File: src/rtl/aes_pkg.sv
// Shared AES-128 constants, FSM state encoding and round-key slicing helper.
package aes_pkg;

  localparam int AES_NR    = 10;
  localparam int AES_BLK_W = 128;
  localparam int AES_RK_W  = 1280;

  typedef enum logic [1:0] {
    IDLE  = 2'd0,
    ROUND = 2'd1,
    FIN   = 2'd2
  } aes_state_e;

  // K1 sits at the top of the bundle and K10 at the bottom; r outside 1..10 maps to K10.
  function automatic logic [127:0] rk(input logic [1279:0] roundkeys, input logic [3:0] r);
    logic [3:0]  j;
    logic [10:0] base;
    j    = (r >= 4'd1 && r <= 4'd10) ? (4'(AES_NR) - r) : 4'd0;
    base = {j, 7'd0};
    return roundkeys[base +: 128];
  endfunction

endpackage

File: src/rtl/aes_round.sv
// One combinational AES encryption round; last drops MixColumns for the final round.
module aes_round (
  input  logic [127:0] in,
  input  logic [127:0] rk,
  input  logic         last,
  output logic [127:0] out
);

  logic [7:0]   sb [16];
  logic [7:0]   sr [16];
  logic [7:0]   xt [16];
  logic [127:0] sr_flat;
  logic [127:0] mc_flat;

  genvar i, c, r;

  for (i = 0; i < 16; i++) begin : g_sub
    aes_sbox u_sbox (.in(in[127-8*i -: 8]), .out(sb[i]));
  end

  // Byte index is 4*column + row; row r rotates left by r columns.
  for (c = 0; c < 4; c++) begin : g_shift_col
    for (r = 0; r < 4; r++) begin : g_shift_row
      assign sr[4*c+r] = sb[4*((c+r)%4)+r];
    end
  end

  for (i = 0; i < 16; i++) begin : g_xt
    aes_xtime u_xtime (.in(sr[i]), .out(xt[i]));
    assign sr_flat[127-8*i -: 8] = sr[i];
  end

  for (c = 0; c < 4; c++) begin : g_mix
    assign mc_flat[127-32*c -: 8] = xt[4*c]   ^ xt[4*c+1] ^ sr[4*c+1] ^ sr[4*c+2] ^ sr[4*c+3];
    assign mc_flat[119-32*c -: 8] = sr[4*c]   ^ xt[4*c+1] ^ xt[4*c+2] ^ sr[4*c+2] ^ sr[4*c+3];
    assign mc_flat[111-32*c -: 8] = sr[4*c]   ^ sr[4*c+1] ^ xt[4*c+2] ^ xt[4*c+3] ^ sr[4*c+3];
    assign mc_flat[103-32*c -: 8] = xt[4*c]   ^ sr[4*c]   ^ sr[4*c+1] ^ sr[4*c+2] ^ xt[4*c+3];
  end

  assign out = (last ? sr_flat : mc_flat) ^ rk;

endmodule

File: src/rtl/aes_sbox.sv
// AES forward S-box as a combinational 256-entry table lookup.
module aes_sbox (
  input  logic [7:0] in,
  output logic [7:0] out
);

  localparam logic [0:2047] SBOX = {
    128'h637c777bf26b6fc53001672bfed7ab76,
    128'hca82c97dfa5947f0add4a2af9ca472c0,
    128'hb7fd9326363ff7cc34a5e5f171d83115,
    128'h04c723c31896059a071280e2eb27b275,
    128'h09832c1a1b6e5aa0523bd6b329e32f84,
    128'h53d100ed20fcb15b6acbbe394a4c58cf,
    128'hd0efaafb434d338545f9027f503c9fa8,
    128'h51a3408f929d38f5bcb6da2110fff3d2,
    128'hcd0c13ec5f974417c4a77e3d645d1973,
    128'h60814fdc222a908846eeb814de5e0bdb,
    128'he0323a0a4906245cc2d3ac629195e479,
    128'he7c8376d8dd54ea96c56f4ea657aae08,
    128'hba78252e1ca6b4c6e8dd741f4bbd8b8a,
    128'h703eb5664803f60e613557b986c11d9e,
    128'he1f8981169d98e949b1e87e9ce5528df,
    128'h8ca1890dbfe6426841992d0fb054bb16
  };

  assign out = SBOX[{in, 3'b000} +: 8];

endmodule

File: src/rtl/aes_xtime.sv
// GF(2^8) multiply-by-two with reduction polynomial 0x11B.
module aes_xtime (
  input  logic [7:0] in,
  output logic [7:0] out
);

  assign out = {in[6:0], 1'b0} ^ (in[7] ? 8'h1b : 8'h00);

endmodule

File: src/rtl/aes_encrypt_core.sv
// Iterative AES-128 encryption core with start/finish handshake.
// Define AES_DOUBLE_ROUND_EN to chain two rounds per cycle (5 round cycles instead of 10).
module aes_encrypt_core (
  input  logic          clk,
  input  logic          rst,
  input  logic          start,
  input  logic [127:0]  plaintext,
  input  logic [127:0]  key,
  input  logic [1279:0] roundkeys,
  output logic [127:0]  ciphertext,
  output logic          busy,
  output logic          finish
);

  import aes_pkg::*;

  aes_state_e   state;
  logic [3:0]   round;
  logic [127:0] state_r;
  logic [127:0] round_out;

`ifdef AES_DOUBLE_ROUND_EN
  localparam logic [3:0] ROUND_STEP = 4'd2;
  localparam logic [3:0] ROUND_LAST = 4'd9;

  logic [127:0] mid;

  aes_round u_round0 (
    .in   (state_r),
    .rk   (rk(roundkeys, round)),
    .last (1'b0),
    .out  (mid)
  );

  aes_round u_round1 (
    .in   (mid),
    .rk   (rk(roundkeys, round + 4'd1)),
    .last (round == ROUND_LAST),
    .out  (round_out)
  );
`else
  localparam logic [3:0] ROUND_STEP = 4'd1;
  localparam logic [3:0] ROUND_LAST = 4'd10;

  aes_round u_round0 (
    .in   (state_r),
    .rk   (rk(roundkeys, round)),
    .last (round == ROUND_LAST),
    .out  (round_out)
  );
`endif

  always_ff @(posedge clk) begin
    if (rst) begin
      state      <= IDLE;
      round      <= 4'd0;
      state_r    <= 128'h0;
      ciphertext <= 128'h0;
      busy       <= 1'b0;
      finish     <= 1'b0;
    end else begin
      finish <= 1'b0;
      case (state)
        IDLE: begin
          if (start) begin
            state_r <= plaintext ^ key;
            round   <= 4'd1;
            state   <= ROUND;
            busy    <= 1'b1;
          end
        end
        ROUND: begin
          state_r <= round_out;
          if (round == ROUND_LAST) begin
            ciphertext <= round_out;
            round      <= 4'd0;
            state      <= FIN;
            finish     <= 1'b1;
          end else begin
            round <= round + ROUND_STEP;
          end
        end
        FIN: begin
          state <= IDLE;
          busy  <= 1'b0;
        end
        default: begin
          state <= IDLE;
          busy  <= 1'b0;
        end
      endcase
    end
  end

endmodule

File: config.mk
export PLATFORM = sky130hd
export DESIGN_NAME = aes_encrypt_core
export DESIGN_NICKNAME = d
export VERILOG_FILES = /design/src/rtl/aes_pkg.sv /design/src/rtl/aes_round.sv /design/src/rtl/aes_sbox.sv /design/src/rtl/aes_xtime.sv /design/src/rtl/aes_encrypt_core.sv
export SDC_FILE = /design/constraint.sdc
export NUM_CORES = 2
export LEC_CHECK = 0
export CAP_MARGIN = 10
export CORE_AREA = 5 5 655 657
export CTS_CLUSTER_SIZE = 30
export DETAILED_ROUTE_END_ITERATION = 12
export DIE_AREA = 0 0 660 662
export DONT_BUFFER_PORTS = 1
export HOLD_SLACK_MARGIN = 0.1
export PLACE_DENSITY = 0.44
export SLEW_MARGIN = 20
export SYNTH_ARGS = -nofsm -noshare
export SYNTH_HDL_FRONTEND = slang
export SYNTH_SLANG_ARGS = --single-unit
File: constraint.sdc
create_clock -name clk -period 5.1 [get_ports clk]
set_clock_uncertainty 0.15 [all_clocks]
set_input_delay 0.765 -clock clk [delete_from_list [all_inputs] [get_ports clk]]
set_output_delay 0.765 -clock clk [all_outputs]
set_load 0.1 [all_outputs]
==> flow_metrics.py <==
metrics = {
    "global_routing": {
        "grt_overflow": 0,
        "antenna_found_initial": 382,
        "grt_pass1_wl_mm": 1130,
        "grt_max_degree": 174,
        "grt_pass1_vias": 106533,
        "grt_usage_pct": 38.1,
    },
    "routing": {
        "ant_nets": 0,
        "vias": 119556,
        "wl_per_cell_um": 46.9,
        "firstDrtPassIters": 9,
        "drt_iter0_drc": 20011,
        "drc": 0,
        "post_drt_via_cell_ratio": 6.33,
        "totalWireLength_mm": 885,
    },
    "floorplanning": {
        "die_h_um": 662,
        "design.die.area_um2": 437000,
        "ios": 1669,
        "initial_utilization_pct": 20.1,
        "chipWidth_um": 660,
        "rows": 239,
        "fp.coreArea_um2": 422000,
    },
    "hold_path": {
        "worstHoldPathCells": 2,
        "min-delay-path-class": "in -> reg",
    },
    "synth": {
        "ys_top_cells_by_area": "a21oi_1, nand2_1, dfxtp_1, mux4_2, o21ai_0",
        "syn_area_um2": 84800,
        "synthCells": 12697,
        "synth.top_cell.area_share_pct": 6.37,
        "yosysTopAreaCell": "a21oi_1",
        "ys_types": 121,
        "synthArstFlopShare_pct": 0,
        "synth_seq_area_share_pct": 6.24,
        "synth.avg_cell_area_um2": 6.67,
        "ys_ff_latch": 264,
        "syn-num-nets": 14463,
        "synth_ff_type": "dfxtp_1",
        "yosysWarnings": 0,
        "synth-edff-count": 0,
    },
    "setup_path": {
        "cp-end-kind": "flop",
        "path_cells": "inv_1 -> ha_1 -> nand2b_1 -> a21oi_1 -> o21a_4 -> nand2_4 -> buf_4 -> o21ai_0 -> o22a_1 -> xnor2_1 -> a21oi_1 -> o211ai_1 -> a21oi_1",
        "path_buf_inv": 2,
        "worstPathArrival_ps": 5690,
        "critical_path_class": "reg -> reg",
        "startpoint_type": "flop",
        "cp.required_ps": 5580,
        "path_delay_family": "compound AO/OA/AOI/OAI gates",
        "cpMostUsedCell": "a21oi_1",
        "cp.depth": 13,
        "slowest_delay_ps": 1110,
        "reg2reg_depth": 13,
        "slowest_stage": "o21ai_0",
        "crit_path_max_fanout": 16,
    },
    "pwr": {
        "p_clk_share_pct": 3.2,
        "power_uw": 100000,
        "vdd_drop_max_v": 0.000737,
        "leakage_uw": 0.0356,
        "netSwitchingPower_uw": 60100,
        "internal-power_uw": 40200,
        "p_sw_share_pct": 59.9,
        "power_density_nw_per_um2": 990,
        "pwr-share-comb_pct": 92.5,
        "seqPwrFrac_pct": 4.3,
    },
    "place": {
        "portBuffers": 0,
        "gp_congestion": 1.09,
        "dp_hpwl_mm": 730,
    },
    "timing": {
        "drv_slew": 0,
        "hold_viol": 0,
        "slew-limit-headroom_pct": 2.87,
        "whs_ps": 138,
        "tightest_slew_ps": 1440,
        "fin_crit_sh_pct": 102,
        "finalSetupViolations": 5,
        "fmax_ghz": 0.192,
        "min_period_ps": 5210,
        "fin_ws_ps": -106,
        "rsz0062_at_grt": "no",
    },
    "cts": {
        "cts_buffers": 42,
        "cts_sinks": 264,
        "cts_setup_buffers": 0,
        "root_buffer": "clkbuf_16",
        "ctsHoldBuffers": 0,
        "htreeDepth": 2,
        "insertion_delay_ps": 730,
        "clk_pin_slew_ps": 60,
        "clk_path_buf_depth": 3,
        "cts_tree": "done",
    },
    "final_layout": {
        "drive_gt1_share_pct": 17.5,
        "areaGrowthSynthToFinish_pct": 19.6,
        "mostFrequentLayoutCells": "buf_4, nand2_1, a21oi_1",
        "final_common_cell": "buf_4",
        "layout.nets": 14554,
        "fillers": 48157,
    },
    "flow_run": {
        "maxCapViolations": 0,
    },
    "outcome": {
        "violations": "negative setup slack",
        "status": "finished, violations left",
    },
}
-- routing by layer --
layer	GRT usage [%]	vias up	wire (µm)
li1	-	48175	-
met2	53.7	9671	353000
met1	44.3	59495	323000
met5	0.735	-	1300
met4	32.2	188	93500
met3	15.9	2027	114000
-- what timing repair did --
action | 4_1_cts | 5_1_grt
pin swaps | 0 | 0
hold endpoints to repair | 0 | 0
setup endpoints to repair | 4 | 8
resized for setup | 6 | 10
-- kinds of logic after synthesis --
group	share of synthesized area, %
compound gates	38.4
mux	9.32
fa+ha+maj	3.39
xor+xnor	9.16
flops	6.24
simple gates	24.8
buf+inv	8.73
-- layout make-up --
| class | count | area [µm²] | area share (%) |
|---|---|---|---|
| well taps | 5663 | 7090 | 6.99 |
| repair buffers | 1551 | 12900 | 12.8 |
| multi-input cells | 10735 | 72700 | 71.8 |
| diodes | 410 | 1030 | 1.01 |
| clock buffers | 59 | 1210 | 1.19 |
| flip-flops and latches | 264 | 5440 | 5.37 |
| inverters | 194 | 729 | 0.720 |
| clock inverters | 19 | 190 | 0.188 |
-- cells in the mapped netlist (56+ instances only) --
library cell / n
nand2_1: 1419
a21oi_1: 1079
nor2_1: 883
o21ai_0: 882
clkbuf_1: 760
xnor2_1: 497
buf_2: 472
nand3_1: 425
a211oi_1: 411
nor2b_1: 408
nand2b_1: 346
nor3_1: 343
a31oi_1: 328
mux2i_1: 285
xor2_1: 283
dfxtp_1: 264
o211ai_1: 233
ha_1: 227
a311oi_1: 210
mux4_2: 199
buf_1: 178
o311ai_0: 156
inv_1: 155
o31ai_1: 120
a221oi_1: 102
and2_1: 99
a211o_1: 96
o221ai_1: 96
o21a_1: 90
a2111oi_0: 85
or2_2: 84
o22a_1: 81
o22ai_1: 81
or3_1: 77
and3_1: 68
buf_4: 67
a21o_1: 66
a22oi_1: 63
a311o_1: 56
-- registers in the layout, indices dropped and copies added, names as in the netlist --
name	cells
finish	1
round	4
ciphertext	128
busy	1
state	2
state_r	128
-- power by group through the flow --
stage	sequential, µW	clock, µW	combinational [µW]
global placement	4290	0	90500
finish	4320	3240	92800
floorplan	2840	0	52000
detailed placement	4250	0	89100
CTS	4220	3280	89600
global route	4310	3330	95000
-- stage by stage --
| stage | instance area, µm² | setup TNS (ps) | instances | utilization, % | setup slack (ps) |
|---|---|---|---|---|---|
| after detailed placement | 98800 | -671 | 18407 | 23.4 | -331 |
| after floorplan | 84800 | 0 | 12697 | - | 445 |
| after global placement | 98700 | -1340 | 18407 | 23.4 | -632 |
| after global routing | 101000 | 0 | 18792 | 23.9 | 13.6 |
| final | 101000 | -316 | 18895 | 24.0 | -106 |
| after CTS | 100000 | 0 | 18485 | 23.7 | 27.3 |
-- worst paths after layout --
path / startpoint / end / slack, ps
max: round[1] / state_r[43] / -110
min: start / busy / 140
max reg2reg: round[1] / state_r[43] / -110
min reg2reg: ciphertext[75] / ciphertext[75] / 300
Power figures use the tool's default switching activity.
